[config.mk]
export PLATFORM = sky130hd
export DESIGN_NAME = sa_skew_mover
export DESIGN_NICKNAME = d
export VERILOG_FILES = /design/src/rtl/sa_skew_mover_pkg.sv /design/src/rtl/sa_skew_lane.sv /design/src/rtl/sa_skew_mover.sv
export SDC_FILE = /design/constraint.sdc
export NUM_CORES = 2
export LEC_CHECK = 0
export BUFFER_PORTS_ARGS = -buffer_cell sky130_fd_sc_hd__buf_2
export CAP_MARGIN = 40
export CORE_ASPECT_RATIO = 1.1
export CORE_MARGIN = 5
export CORE_UTILIZATION = 49
export CTS_CLUSTER_SIZE = 24
export DETAILED_ROUTE_END_ITERATION = 10
export PLACE_DENSITY = 0.76
export SYNTH_ARGS = -nofsm -noshare
export SYNTH_HDL_FRONTEND = slang
export SYNTH_SLANG_ARGS = --single-unit
[constraint.sdc]
create_clock -name clk -period 42.7 [get_ports clk]
set_input_delay 4.27 -clock clk [delete_from_list [all_inputs] [get_ports clk]]
set_output_delay 4.27 -clock clk [all_outputs]
set_load 0.05 [all_outputs]
[src/rtl/sa_skew_mover_pkg.sv]
`default_nettype none
// ============================================================================
//  Module   : sa_skew_mover_pkg
//  Purpose  : Shared constants for the systolic-array skew mover: FSM state
//             encoding and the default lane slice width.
//  Revision : 1.0 - initial release
// ============================================================================
package sa_skew_mover_pkg;

  // Default number of bits carried by one lane element.
  localparam int SKEW_LANE_W = 8;

  // Tile sequencer states, 2-bit encoding.
  localparam int STATE_W = 2;
  typedef logic [STATE_W-1:0] skew_state_t;

  localparam logic [1:0] ST_IDLE  = 2'd0;
  localparam logic [1:0] ST_FEED  = 2'd1;
  localparam logic [1:0] ST_DRAIN = 2'd2;
  localparam logic [1:0] ST_DONE  = 2'd3;

endpackage : sa_skew_mover_pkg
`default_nettype wire

[src/rtl/sa_skew_lane.sv]
`default_nettype none
// ============================================================================
//  Module   : sa_skew_lane
//  Purpose  : Fixed-depth delay line for one lane of the skew mover. Shifts
//             only when the mover loads a new output beat, so stalls never
//             insert or drop elements.
//  Revision : 1.0 - initial release
// ============================================================================
module sa_skew_lane
  import sa_skew_mover_pkg::*;
#(
  parameter int DEPTH      = 1,
  parameter int DATA_WIDTH = SKEW_LANE_W
) (
  input  logic                  clk,
  input  logic                  rst,
  input  logic                  step,
  input  logic                  clr,
  input  logic [DATA_WIDTH-1:0] din,
  output logic [DATA_WIDTH-1:0] dout
);

  // taps[i] holds the element entered i+1 shifts ago.
  logic [DATA_WIDTH-1:0] r_taps [DEPTH];

  // Shift register with async reset and synchronous clear; clear wins over step.
  always_ff @(posedge clk or posedge rst) begin
    if (rst) begin
      for (int i = 0; i < DEPTH; i++) r_taps[i] <= '0;
    end else if (clr) begin
      for (int i = 0; i < DEPTH; i++) r_taps[i] <= '0;
    end else if (step) begin
      r_taps[0] <= din;
      for (int i = 1; i < DEPTH; i++) r_taps[i] <= r_taps[i-1];
    end
  end

  // Oldest element: the one entered DEPTH shifts before the current one.
  assign dout = r_taps[DEPTH-1];

endmodule : sa_skew_lane
`default_nettype wire

[src/rtl/sa_skew_mover.sv]
`default_nettype none
// ============================================================================
//  Module   : sa_skew_mover
//  Purpose  : Turns a tile of row vectors into the diagonally skewed stream a
//             systolic array expects: lane k of each output beat is lane k of
//             the input beat accepted k beats earlier, zero-padded at both
//             ends of the tile (rows + PE_SIZE - 1 output beats per tile).
//  Revision : 1.0 - initial release
// ============================================================================
module sa_skew_mover
  import sa_skew_mover_pkg::*;
#(
  parameter int DATA_WIDTH    = SKEW_LANE_W,
  parameter int PE_SIZE       = 14,
  parameter int ROW_CNT_WIDTH = 10
) (
  input  logic                          clk,
  input  logic                          rst,
  input  logic                          start,
  input  logic [ROW_CNT_WIDTH-1:0]      cfg_rows,
  input  logic                          in_valid,
  output logic                          in_ready,
  input  logic [DATA_WIDTH*PE_SIZE-1:0] in_data,
  output logic                          out_valid,
  input  logic                          out_ready,
  output logic [DATA_WIDTH*PE_SIZE-1:0] out_data,
  output logic                          busy,
  output logic                          done
);

  localparam int BUS_W   = DATA_WIDTH * PE_SIZE;
  // Drain counter runs 0..PE_SIZE-1; this width holds that range.
  localparam int DRAIN_W = (PE_SIZE <= 2) ? 1 : $clog2(PE_SIZE);
  localparam logic [DRAIN_W-1:0] DRAIN_LAST = DRAIN_W'(PE_SIZE - 2);

  skew_state_t              r_state;
  logic [ROW_CNT_WIDTH-1:0] r_rows;
  logic [ROW_CNT_WIDTH-1:0] r_row_cnt;
  logic [DRAIN_W-1:0]       r_drain_cnt;
  logic                     r_out_valid;
  logic [BUS_W-1:0]         r_out_data;

  logic                     w_step;
  logic                     w_accept;
  logic                     w_drain_load;
  logic                     w_load;
  logic                     w_start_ok;
  logic                     w_last_row;
  logic                     w_last_drain;
  logic [BUS_W-1:0]         w_lane_in;
  logic [BUS_W-1:0]         w_next_out;

  // Output register may be refilled when empty or being consumed this cycle.
  assign w_step       = !r_out_valid || out_ready;
  assign in_ready     = (r_state == ST_FEED) && w_step;
  assign w_accept     = in_valid && in_ready;
  assign w_drain_load = (r_state == ST_DRAIN) && w_step;
  // A new output beat is produced: either a fresh input row or a drain beat.
  assign w_load       = w_accept || w_drain_load;
  assign w_start_ok   = (r_state == ST_IDLE) && start && (cfg_rows != '0);
  assign w_last_row   = (r_row_cnt + ROW_CNT_WIDTH'(1)) == r_rows;
  assign w_last_drain = r_drain_cnt == DRAIN_LAST;

  // During drain no row is accepted, so zeros enter every lane.
  assign w_lane_in = w_accept ? in_data : '0;

  // Lane 0 has no delay.
  assign w_next_out[DATA_WIDTH-1:0] = w_lane_in[DATA_WIDTH-1:0];

  // Lane k delays by k beats. The delay lines advance on output loads
  // (a subset of step cycles) so input gaps do not inject phantom elements.
  for (genvar k = 1; k < PE_SIZE; k++) begin : g_lane
    sa_skew_lane #(
      .DEPTH      (k),
      .DATA_WIDTH (DATA_WIDTH)
    ) u_lane (
      .clk  (clk),
      .rst  (rst),
      .step (w_load),
      .clr  (w_start_ok),
      .din  (w_lane_in[k*DATA_WIDTH +: DATA_WIDTH]),
      .dout (w_next_out[k*DATA_WIDTH +: DATA_WIDTH])
    );
  end

  // Tile sequencer: latch row count, count accepted rows, then drain beats.
  always_ff @(posedge clk or posedge rst) begin
    if (rst) begin
      r_state     <= ST_IDLE;
      r_rows      <= '0;
      r_row_cnt   <= '0;
      r_drain_cnt <= '0;
    end else begin
      case (r_state)
        ST_IDLE: begin
          if (w_start_ok) begin
            r_rows      <= cfg_rows;
            r_row_cnt   <= '0;
            r_drain_cnt <= '0;
            r_state     <= ST_FEED;
          end
        end
        ST_FEED: begin
          if (w_accept) begin
            r_row_cnt <= r_row_cnt + ROW_CNT_WIDTH'(1);
            if (w_last_row) r_state <= ST_DRAIN;
          end
        end
        ST_DRAIN: begin
          if (w_drain_load) begin
            r_drain_cnt <= r_drain_cnt + DRAIN_W'(1);
            if (w_last_drain) r_state <= ST_DONE;
          end
        end
        ST_DONE: begin
          r_state <= ST_IDLE;
        end
        default: begin
          r_state <= ST_IDLE;
        end
      endcase
    end
  end

  // Output register: load on a new beat, empty when consumed, hold when stalled.
  always_ff @(posedge clk or posedge rst) begin
    if (rst) begin
      r_out_valid <= 1'b0;
      r_out_data  <= '0;
    end else if (w_load) begin
      r_out_valid <= 1'b1;
      r_out_data  <= w_next_out;
    end else if (out_ready) begin
      r_out_valid <= 1'b0;
    end
  end

  assign out_valid = r_out_valid;
  assign out_data  = r_out_data;
  assign busy      = (r_state == ST_FEED) || (r_state == ST_DRAIN);
  assign done      = (r_state == ST_DONE);

endmodule : sa_skew_mover
`default_nettype wire
==> flow_summary.yaml <==
run_status:
  outcome: "finished clean"
drt:
  route.detailed.drc: 0
  drt_pre_antenna_iters: 5
  via_per_inst: 5.16
  vias: 24775
  drt_wl_total_um: 70900
  antenna_left: 0
  wl_per_cell_um: 14.8
  drt-initial-drc-count: 2294
floorplan:
  ios: 243
  core_mm2: 0.0691
  num_rows: 101
  die-area_mm2: 0.0751
  chipWidth_um: 262
  initial_utilization: 0.494
  dieHeight_um: 287
clock_network:
  cts_tree: "built"
  clockBufferDepth: 3
  post_cts_resized: 0
  cts_sinks: 867
  clk_latency_ns: 0.63
  htreeDepth: 3
  path_clk_slew_ns: 0.06
  postCtsHoldBufs: 0
  post_cts_buffers: 0
  root_buffer: "clkbuf_16"
  cts_buffers: 88
layout:
  area_delta_synth_final_pct: 14.1
  n_fill_cell: 6038
  mostFrequentLayoutCell: "nand2_1"
  instances_no_fill: 4802
  fin_nets: 3938
  final_cell_mix: "nand2_1 (1572), dfrtp_1 (867), a21oi_1 (628), buf_2 (242), nor2_1 (112)"
  drive_gt1_frac: 0.115
sta:
  fin_setup_tns_ns: 0
  setup_ws_ns: 33.31
  worst_pin_slew_ns: 1.12
  setup_viol_count_final: 0
  slew_viol_final: 0
  relSlewSlack: 0.255
  report.final.hold_viol_count: 0
  period_share: 0.220
  max_freq_mhz: 106
  finClkSkew_ns: 0.0164
  timing.hold.ws_ns: 0.452
  rsz0062_at_grt: "no"
  post-route-min-period_ns: 9.39
worst_setup_path:
  cp-start-kind: "input pin"
  worstPathRequired_ns: 38.43
  critPathArrivalTime_ns: 5.12
  r2r_cells: 10
  path_max_fanout: 12
  timing_worst_setup_path_type: "input pin to output port"
  endpoint_kind: "output port"
global_routing:
  grt_first_pass_wirelength_um: 118000
  grt_max_degree: 243
  grt_pass1_vias: 23380
  grt_overflow: 0
  grt_usage: 0.186
  antenna_found_initial: 6
yosys:
  synthCells: 3704
  netlist-cell-type-count: 50
  postSynth.asyncResetShare: 1.00
  seq_area_frac_synth: 0.635
  ys_seq_elements: 867
  synth_area_mm2: 0.0342
  synth_edf_count: 0
  ys_warn_count: 0
  avgSynthCellArea_um2: 9.22
  synth_nets: 3839
  synth-main-ff-cell: "dfrtp_1"
pwr:
  vdd.ir_drop.worst_uv: 58.1
  powerDensity_mw_per_mm2: 68.5
  p_leak_nw: 18.4
min_path:
  hold_class: "flop to flop"
  hold_depth: 2
flow_run:
  maxCapViolations: 0
place:
  placedCellCount: 4640
  gp_congestion: 0.785
  place_ws_ns: 33.31
  dpl.hpwl_um: 40800
  port_buffers: 242
per-stage QoR:
step / power [mW] / instance area [um^2] / utilization
after floorplan: 1.75 / 34200 / -
after global placement: 1.89 / 35700 / 0.516
after detailed placement: 1.95 / 36100 / 0.523
after CTS: 2.70 / 39000 / 0.564
after global routing: 2.85 / 39000 / 0.564
final: 2.67 / 39000 / 0.564
cell type report:
class	instances	area [um^2]	share of cell area
multi-input cells	2551	11300	0.290
clock buffers	126	2520	0.0645
diodes	4	10.0	0.000257
flip-flops and latches	867	21700	0.556
inverters	9	41.3	0.00106
clock inverters	32	335	0.00860
well taps	927	1160	0.0297
repair buffers	286	1920	0.0492
report_power, final:
| group | internal (mW) | leakage, nW | total, mW | switching, mW |
|---|---|---|---|---|
| Combinational | 0.206 | 5.01 | 0.782 | 0.576 |
| Sequential | 1.03 | 12.0 | 1.14 | 0.113 |
| Clock | 0.426 | 1.40 | 0.746 | 0.319 |
| Total | 1.66 | 18.4 | 2.67 | 1.01 |
path summary, 6_finish.rpt:
kind	endpoint	startpoint	slack, ns
setup / recovery	in_ready	out_ready	33.31
hold / removal	out_data[87]$_DFFE_PP0P_	g_lane[10].u_lane.dout[7]$_DFFE_PP0P_	0.45
setup reg to reg	g_lane[10].u_lane.dout[3]$_DFFE_PP0P_	r_state[1]$_DFFE_PP0P_	38.22
hold reg to reg	out_data[87]$_DFFE_PP0P_	g_lane[10].u_lane.dout[7]$_DFFE_PP0P_	0.45
max in group asynchronous	g_lane[11].u_lane.r_taps[22]$_DFFE_PP0P_	rst	35.61
min in group asynchronous	out_data[7]$_DFFE_PP0P_	rst	3.56
logic make-up after synthesis:
logic type,synth area share
AOI/OAI and AO/OA,0.127
xor gates and xnor gates,0.00231
and+or+nand+nor,0.194
buffers and inverters,0.0341
DFF,0.635
adders and majority gates,0.00293
muxes,0.00450
registers in the layout, summed over array words and instances (netlist names):
signal and cells:
g_lane.u_lane.dout 104, g_lane.u_lane.r_taps 624, out_data 112, out_valid 1, r_drain_cnt 4, r_row_cnt 10, r_rows 10, r_state 2
layer usage:
layer | GRT usage | part of all wire | wire (um)
met1 | 0.259 | 0.44 | 31000
met2 | 0.301 | 0.50 | 35100
met3 | 0.0336 | 0.043 | 3040
met4 | 0.0552 | 0.024 | 1680
met5 | 0 | 0.00018 | 13
Yosys cell counts, drive strengths merged, types with 2 or more instances:
cell	number	share of area
nand2	1572	0.17
dfrtp	867	0.64
a21oi	629	0.092
clkbuf	198	0.022
nor2	113	0.012
a22oi	104	0.023
buf	79	0.011
a22o	13	0.0033
o21ai	13	0.0019
mux2	11	0.0036
and2	10	0.0018
inv	9	0.00099
ha	8	0.0029
nand4	8	0.0015
nand3	7	0.0014
xnor2	7	0.0018
o31ai	6	0.0013
nor3	5	0.00073
nand2b	4	0.00073
o211ai	4	0.00088
a21o	3	0.00070
a31oi	3	0.00055
mux2i	3	0.00088
nor2b	3	0.00055
or3	3	0.00062
a21boi	2	0.00044
and3	2	0.00040
nor4	2	0.00037
xor2	2	0.00051
critical path, stage by stage:
cell	delay (ns)
buf_2	0.10
nand2b_1	0.30
and2_1	0.24
buf_2	0.20
No activity file was read; power rests on OpenSTA's default activity.
